## src/rtl/regfile_sb.sv

```systemverilog
// regfile_sb: parametrised register file with busy scoreboard and post-reset
// init sweep for the pipelined RV32I core.
//
// Parameters
//   XLEN  data width
//   NREG  number of registers (power of two, >= 2)
//   NRD   number of read ports (1..4)
//   AW    address width, derived from NREG; do not override
//
// Ports
//   clk, rst        clock; synchronous active-high reset
//   ready           high once the init sweep has zeroed every entry
//   we, wa, wd      writeback write port
//   iss_v, iss_rd   issue strobe; marks iss_rd busy
//   ra              packed read addresses, port k at [k*AW +: AW]
//   rdata           packed read data, port k at [k*XLEN +: XLEN] (combinational)
//   rbusy           per-port busy flag (combinational)
//
// Build option
//   RF_BYPASS_EN    when defined, a same-cycle write is forwarded to matching
//                   read ports (write-first); otherwise reads are read-first.
module regfile_sb #(
  parameter int unsigned XLEN = 32,
  parameter int unsigned NREG = 32,
  parameter int unsigned NRD  = 2,
  parameter int unsigned AW   = $clog2(NREG)
) (
  input  logic                clk,
  input  logic                rst,
  output logic                ready,
  input  logic                we,
  input  logic [AW-1:0]       wa,
  input  logic [XLEN-1:0]     wd,
  input  logic                iss_v,
  input  logic [AW-1:0]       iss_rd,
  input  logic [NRD*AW-1:0]   ra,
  output logic [NRD*XLEN-1:0] rdata,
  output logic [NRD-1:0]      rbusy
);

  typedef enum logic [0:0] {StInit, StRun} state_e;

  localparam logic [AW-1:0] LastPtr = AW'(NREG - 1);

  state_e          state_q, state_d;
  logic [AW-1:0]   ptr_q, ptr_d;
  logic            ready_q, ready_d;
  logic [NREG-1:0] busy_q, busy_d;

  // Storage has no reset so it can map onto a RAM; the sweep zeroes it.
  logic [XLEN-1:0] rf_q [NREG];

  logic            run;
  logic            wr_hit;
  logic            iss_hit;
  logic            rf_we;
  logic [AW-1:0]   rf_wa;
  logic [XLEN-1:0] rf_wd;
  logic [AW-1:0]   rd_addr;

  assign run     = (state_q == StRun);
  // Reset blocks all architectural updates in its cycle.
  assign wr_hit  = run && !rst && we && (wa != '0);
  assign iss_hit = run && !rst && iss_v && (iss_rd != '0);

  // Sweep control
  always_comb begin
    state_d = state_q;
    ptr_d   = ptr_q;
    ready_d = ready_q;
    unique case (state_q)
      StInit: begin
        if (ptr_q == LastPtr) begin
          state_d = StRun;
          ready_d = 1'b1;
        end else begin
          ptr_d = ptr_q + AW'(1);
        end
      end
      StRun: begin
      end
      default: state_d = StInit;
    endcase
  end

  // Scoreboard: issue set is applied after write clear so the newer producer wins.
  always_comb begin
    busy_d = busy_q;
    if (wr_hit) begin
      busy_d[wa] = 1'b0;
    end
    if (iss_hit) begin
      busy_d[iss_rd] = 1'b1;
    end
    busy_d[0] = 1'b0;
  end

  // Single array write port shared between the sweep and writeback.
  always_comb begin
    rf_we = 1'b0;
    rf_wa = ptr_q;
    rf_wd = '0;
    if (!rst) begin
      if (!run) begin
        rf_we = 1'b1;
      end else if (wr_hit) begin
        rf_we = 1'b1;
        rf_wa = wa;
        rf_wd = wd;
      end
    end
  end

  always_ff @(posedge clk) begin
    if (rst) begin
      state_q <= StInit;
      ptr_q   <= '0;
      ready_q <= 1'b0;
      busy_q  <= '0;
    end else begin
      state_q <= state_d;
      ptr_q   <= ptr_d;
      ready_q <= ready_d;
      busy_q  <= busy_d;
    end
  end

  always_ff @(posedge clk) begin
    if (rf_we) begin
      rf_q[rf_wa] <= rf_wd;
    end
  end

  assign ready = ready_q;

  // Read ports: zero during the sweep and for x0.
  always_comb begin
    rdata   = '0;
    rbusy   = '0;
    rd_addr = '0;
    for (int k = 0; k < NRD; k++) begin
      rd_addr = ra[k*AW +: AW];
      if (run && (rd_addr != '0)) begin
`ifdef RF_BYPASS_EN
        if (wr_hit && (wa == rd_addr)) begin
          rdata[k*XLEN +: XLEN] = wd;
          rbusy[k]              = 1'b0;
        end else begin
          rdata[k*XLEN +: XLEN] = rf_q[rd_addr];
          rbusy[k]              = busy_q[rd_addr];
        end
`else
        rdata[k*XLEN +: XLEN] = rf_q[rd_addr];
        rbusy[k]              = busy_q[rd_addr];
`endif
      end
    end
  end

endmodule
```

## config.mk

```make
export PLATFORM = sky130hd
export DESIGN_NAME = regfile_sb
export DESIGN_NICKNAME = d
export VERILOG_FILES = /design/src/rtl/regfile_sb.sv
export SDC_FILE = /design/constraint.sdc
export NUM_CORES = 1
export LEC_CHECK = 0
export ABC_AREA = 1
export CORE_ASPECT_RATIO = 1.4
export CORE_UTILIZATION = 25
export CTS_BUF_LIST = sky130_fd_sc_hd__clkbuf_4 sky130_fd_sc_hd__clkbuf_8
export CTS_CLUSTER_SIZE = 28
export DETAILED_ROUTE_END_ITERATION = 10
export PLACE_DENSITY = 0.47
export SLEW_MARGIN = 25
export SYNTH_ARGS = -nofsm -noshare
export SYNTH_HDL_FRONTEND = slang
export SYNTH_SLANG_ARGS = --single-unit
```

## constraint.sdc

```tcl
create_clock -name clk -period 8.2 [get_ports clk]
set_input_delay 1.64 -clock clk [delete_from_list [all_inputs] [get_ports clk]]
set_output_delay 1.64 -clock clk [all_outputs]
set_load 0.02 [all_outputs]
```

==> flow_metrics.env <==
export IMPL_outcome="completed"
export IMPL_grt_start_max_net_pins=170
export IMPL_hp_start="busy_q[16]"
export IMPL_grt_pass1_vias=44996
export IMPL_tightestPinTransition_ps=1160
export IMPL_rsz0062_at_grt="no"
export IMPL_num_rows=200
export IMPL_min_period_ps=7090
export IMPL_reg2reg_depth=7
export IMPL_worstPathRequired_ps=6560
export IMPL_overflow=0
export IMPL_peakVddDrop_mv=0.175
export IMPL_syn_avg_cell_area_sq_um=8.51
export IMPL_finalHoldViolCount=0
export IMPL_holdPathEnd="busy_q[16]"
export IMPL_wire_per_inst_um=23.8
export IMPL_drtIter0Drc=5242
export IMPL_mostFrequentLayoutCell="nand2_1"
export IMPL_nets=6357
export IMPL_wl_met1_um=89400
export IMPL_grtUsageTotal=0.200
export IMPL_ys_seq_area_frac=0.589
export IMPL_holdPathStages=2
export IMPL_yosysTopAreaCell="edfxtp_1"
export IMPL_holdWs_ps=483
export IMPL_cp_slowest_cell="a21oi_1"
export IMPL_io_pins=123
export IMPL_clk_insertion_delay_late_ps=950
export IMPL_maxCapViolCount=0
export IMPL_crit_arrival_ps=5450
export IMPL_clk_pin_slew_worst_paths_ps=50
export IMPL_drcViolationCount=0
export IMPL_core_area_sq_mm=0.212
export IMPL_setup_violations=0
export IMPL_dieArea_sq_mm=0.216
export IMPL_p_leak_nw=24.0
export IMPL_reg2reg_from="run"
export IMPL_max_stage_delay_ps=760
export IMPL_cts_made_buffers=176
export IMPL_startpoint_type="primary input"
export IMPL_die_w_um=393
export IMPL_cts_buffer_depth=3
export IMPL_yosys_area_top_type_share=0.575
export IMPL_antenna_found_initial=8
export IMPL_cp_end_kind="output port"
export IMPL_p_per_area_mw_per_mm2=191
export IMPL_synthesis_area_sq_mm=0.0535
export IMPL_viasPerCell=5.07
export IMPL_wl_met2_um=104000
export IMPL_maxUsedRoutingLayer="met4"
export IMPL_place_hpwl_um=119000
export IMPL_critical_path_class="primary input to output port"
export IMPL_slew_headroom=0.223
export IMPL_ys_warn_count=0
export IMPL_netlist_instances=6287
export IMPL_die_y_um=549
export IMPL_crit_top_cell="nand3_1"
export IMPL_synth_seq_cells=1062
export IMPL_period_share=0.865
export IMPL_wl_met3_um=17600
export IMPL_cts_tree="yes"
export IMPL_layout_drive_gt1_share=0.0798
export IMPL_clkSinkCount=1062
export IMPL_cp_max_fo=56
export IMPL_htree_levels=4
export IMPL_layout_common_cells="nand2_1 (2841), nand3_1 (1138), edfxtp_1 (1024), a21oi_1 (365), clkbuf_8 (183)"
export IMPL_ctsHoldBuffers=0
export IMPL_gp_congestion=0.815
export IMPL_first_pass_iters=6
export IMPL_worstPathCellList="buf_6 > nand2_2 > inv_6 > nand2_1 > nand3_1 > nand3_1 > a21oi_1 > clkdlybuf4s50_1"
export IMPL_synth_cell_types=25
export IMPL_cts_root_buffer_cell="clkbuf_8"
export IMPL_initial_core_util=0.252
export IMPL_cts_setup_buffers=0
export IMPL_fin_skew_ps=46.0
export IMPL_cts_resized=0
export IMPL_vias=46960
export IMPL_grt_pass1_wl_um=315000
export IMPL_hold_class="register to register"
export IMPL_final_antenna_net_count=0
export IMPL_syn_nets=6345
export IMPL_synthTopCellsByArea="edfxtp_1 (57%), nand2_1 (20%), nand3_1 (11%)"
export IMPL_timing_fmax_mhz=141
export IMPL_routed_wirelength_um=221000
export IMPL_tns_ps=0
export IMPL_final_max_slew_violation_count=0
export IMPL_worst_r2r_endpoint="rf_q[13][31]"
export IMPL_portBuffers=122
export IMPL_syn_to_final_growth_pct=15.2
export IMPL_r2r_slack_ps=3900
export IMPL_startpoint="ra[6]"
logic make-up after synthesis:
| kind of cell | count (synthesis) | share of synthesized area |
|---|---|---|
| buffers and inverters | 562 | 0.0435 |
| adder cells (fa/ha/maj) | 2 | 0.000467 |
| AO/OA/AOI/OAI | 507 | 0.0484 |
| AND/OR/NAND/NOR | 4154 | 0.319 |
| flip-flops | 1062 | 0.589 |
layout make-up:
type	instances	area, sq um
clock inverters	60	297
inverters	127	513
clock buffers	251	3030
flip-flops and latches	1062	31500
fillers	22263	151000
diodes	1	2.50
repair buffers	269	2680
multi-input cells	4663	20100
well taps	2828	3540
flip-flops by register name, summed over array words and instances (netlist names):
register,count
run,1
ready,1
busy_q,31
ptr_q,5
rf_q,1024
power breakdown:
part	switching (mW)	internal, mW	leakage, nW	total [mW]
Clock	2.26	2.37	1.77	4.63
Combinational	0.892	0.334	14.0	1.23
Sequential	0.0158	5.90	8.21	5.92
Total	3.17	8.60	24.0	11.8
cell usage after synthesis, drive strengths merged:
| cell type | number |
|---|---|
| buf | 205 |
| inv | 124 |
| dfxtp | 38 |
| nand2 | 2844 |
| ha | 2 |
| edfxtp | 1024 |
| o21ai | 138 |
| o211ai | 1 |
| clkinv | 3 |
| clkbuf | 230 |
| nor2 | 159 |
| a21oi | 366 |
| nand3 | 1142 |
| nor3 | 9 |
| o41ai | 2 |
worst max path at each step:
stage | slack (ps) | end
floorplan | 3500 | rdata[53]
global placement | 1170 | rdata[60]
detailed placement | 1170 | rdata[60]
CTS | 1160 | rdata[60]
global route | 1100 | rdata[60]
finish | 1110 | rdata[33]
per-layer routing:
| layer | vias up | GRT usage |
|---|---|---|
| li1 | 21219 | - |
| met1 | 22953 | 0.256 |
| met2 | 2312 | 0.330 |
| met3 | 476 | 0.0334 |
| met4 | 0 | 0.0837 |
| met5 | - | 0 |
metrics by stage:
stage | total power [mW] | instances | cell area [sq um] | utilization | worst slack [ps]
after floorplan | 6.77 | 6287 | 53500 | - | 3500
after global placement | 7.23 | 8947 | 58200 | 0.274 | 1170
after detailed placement | 7.24 | 8949 | 58300 | 0.275 | 1170
after CTS | 11.9 | 9260 | 61700 | 0.290 | 1160
after global routing | 12.2 | 9261 | 61700 | 0.290 | 1100
final | 11.8 | 9261 | 61700 | 0.290 | 1110
critical path, delay by kind of cell:
family | cells | cell delay, ps
buf+inv | 3 | 2020
compound gates | 1 | 760
simple gates | 4 | 910
No activity file was read; power rests on OpenSTA's default activity.
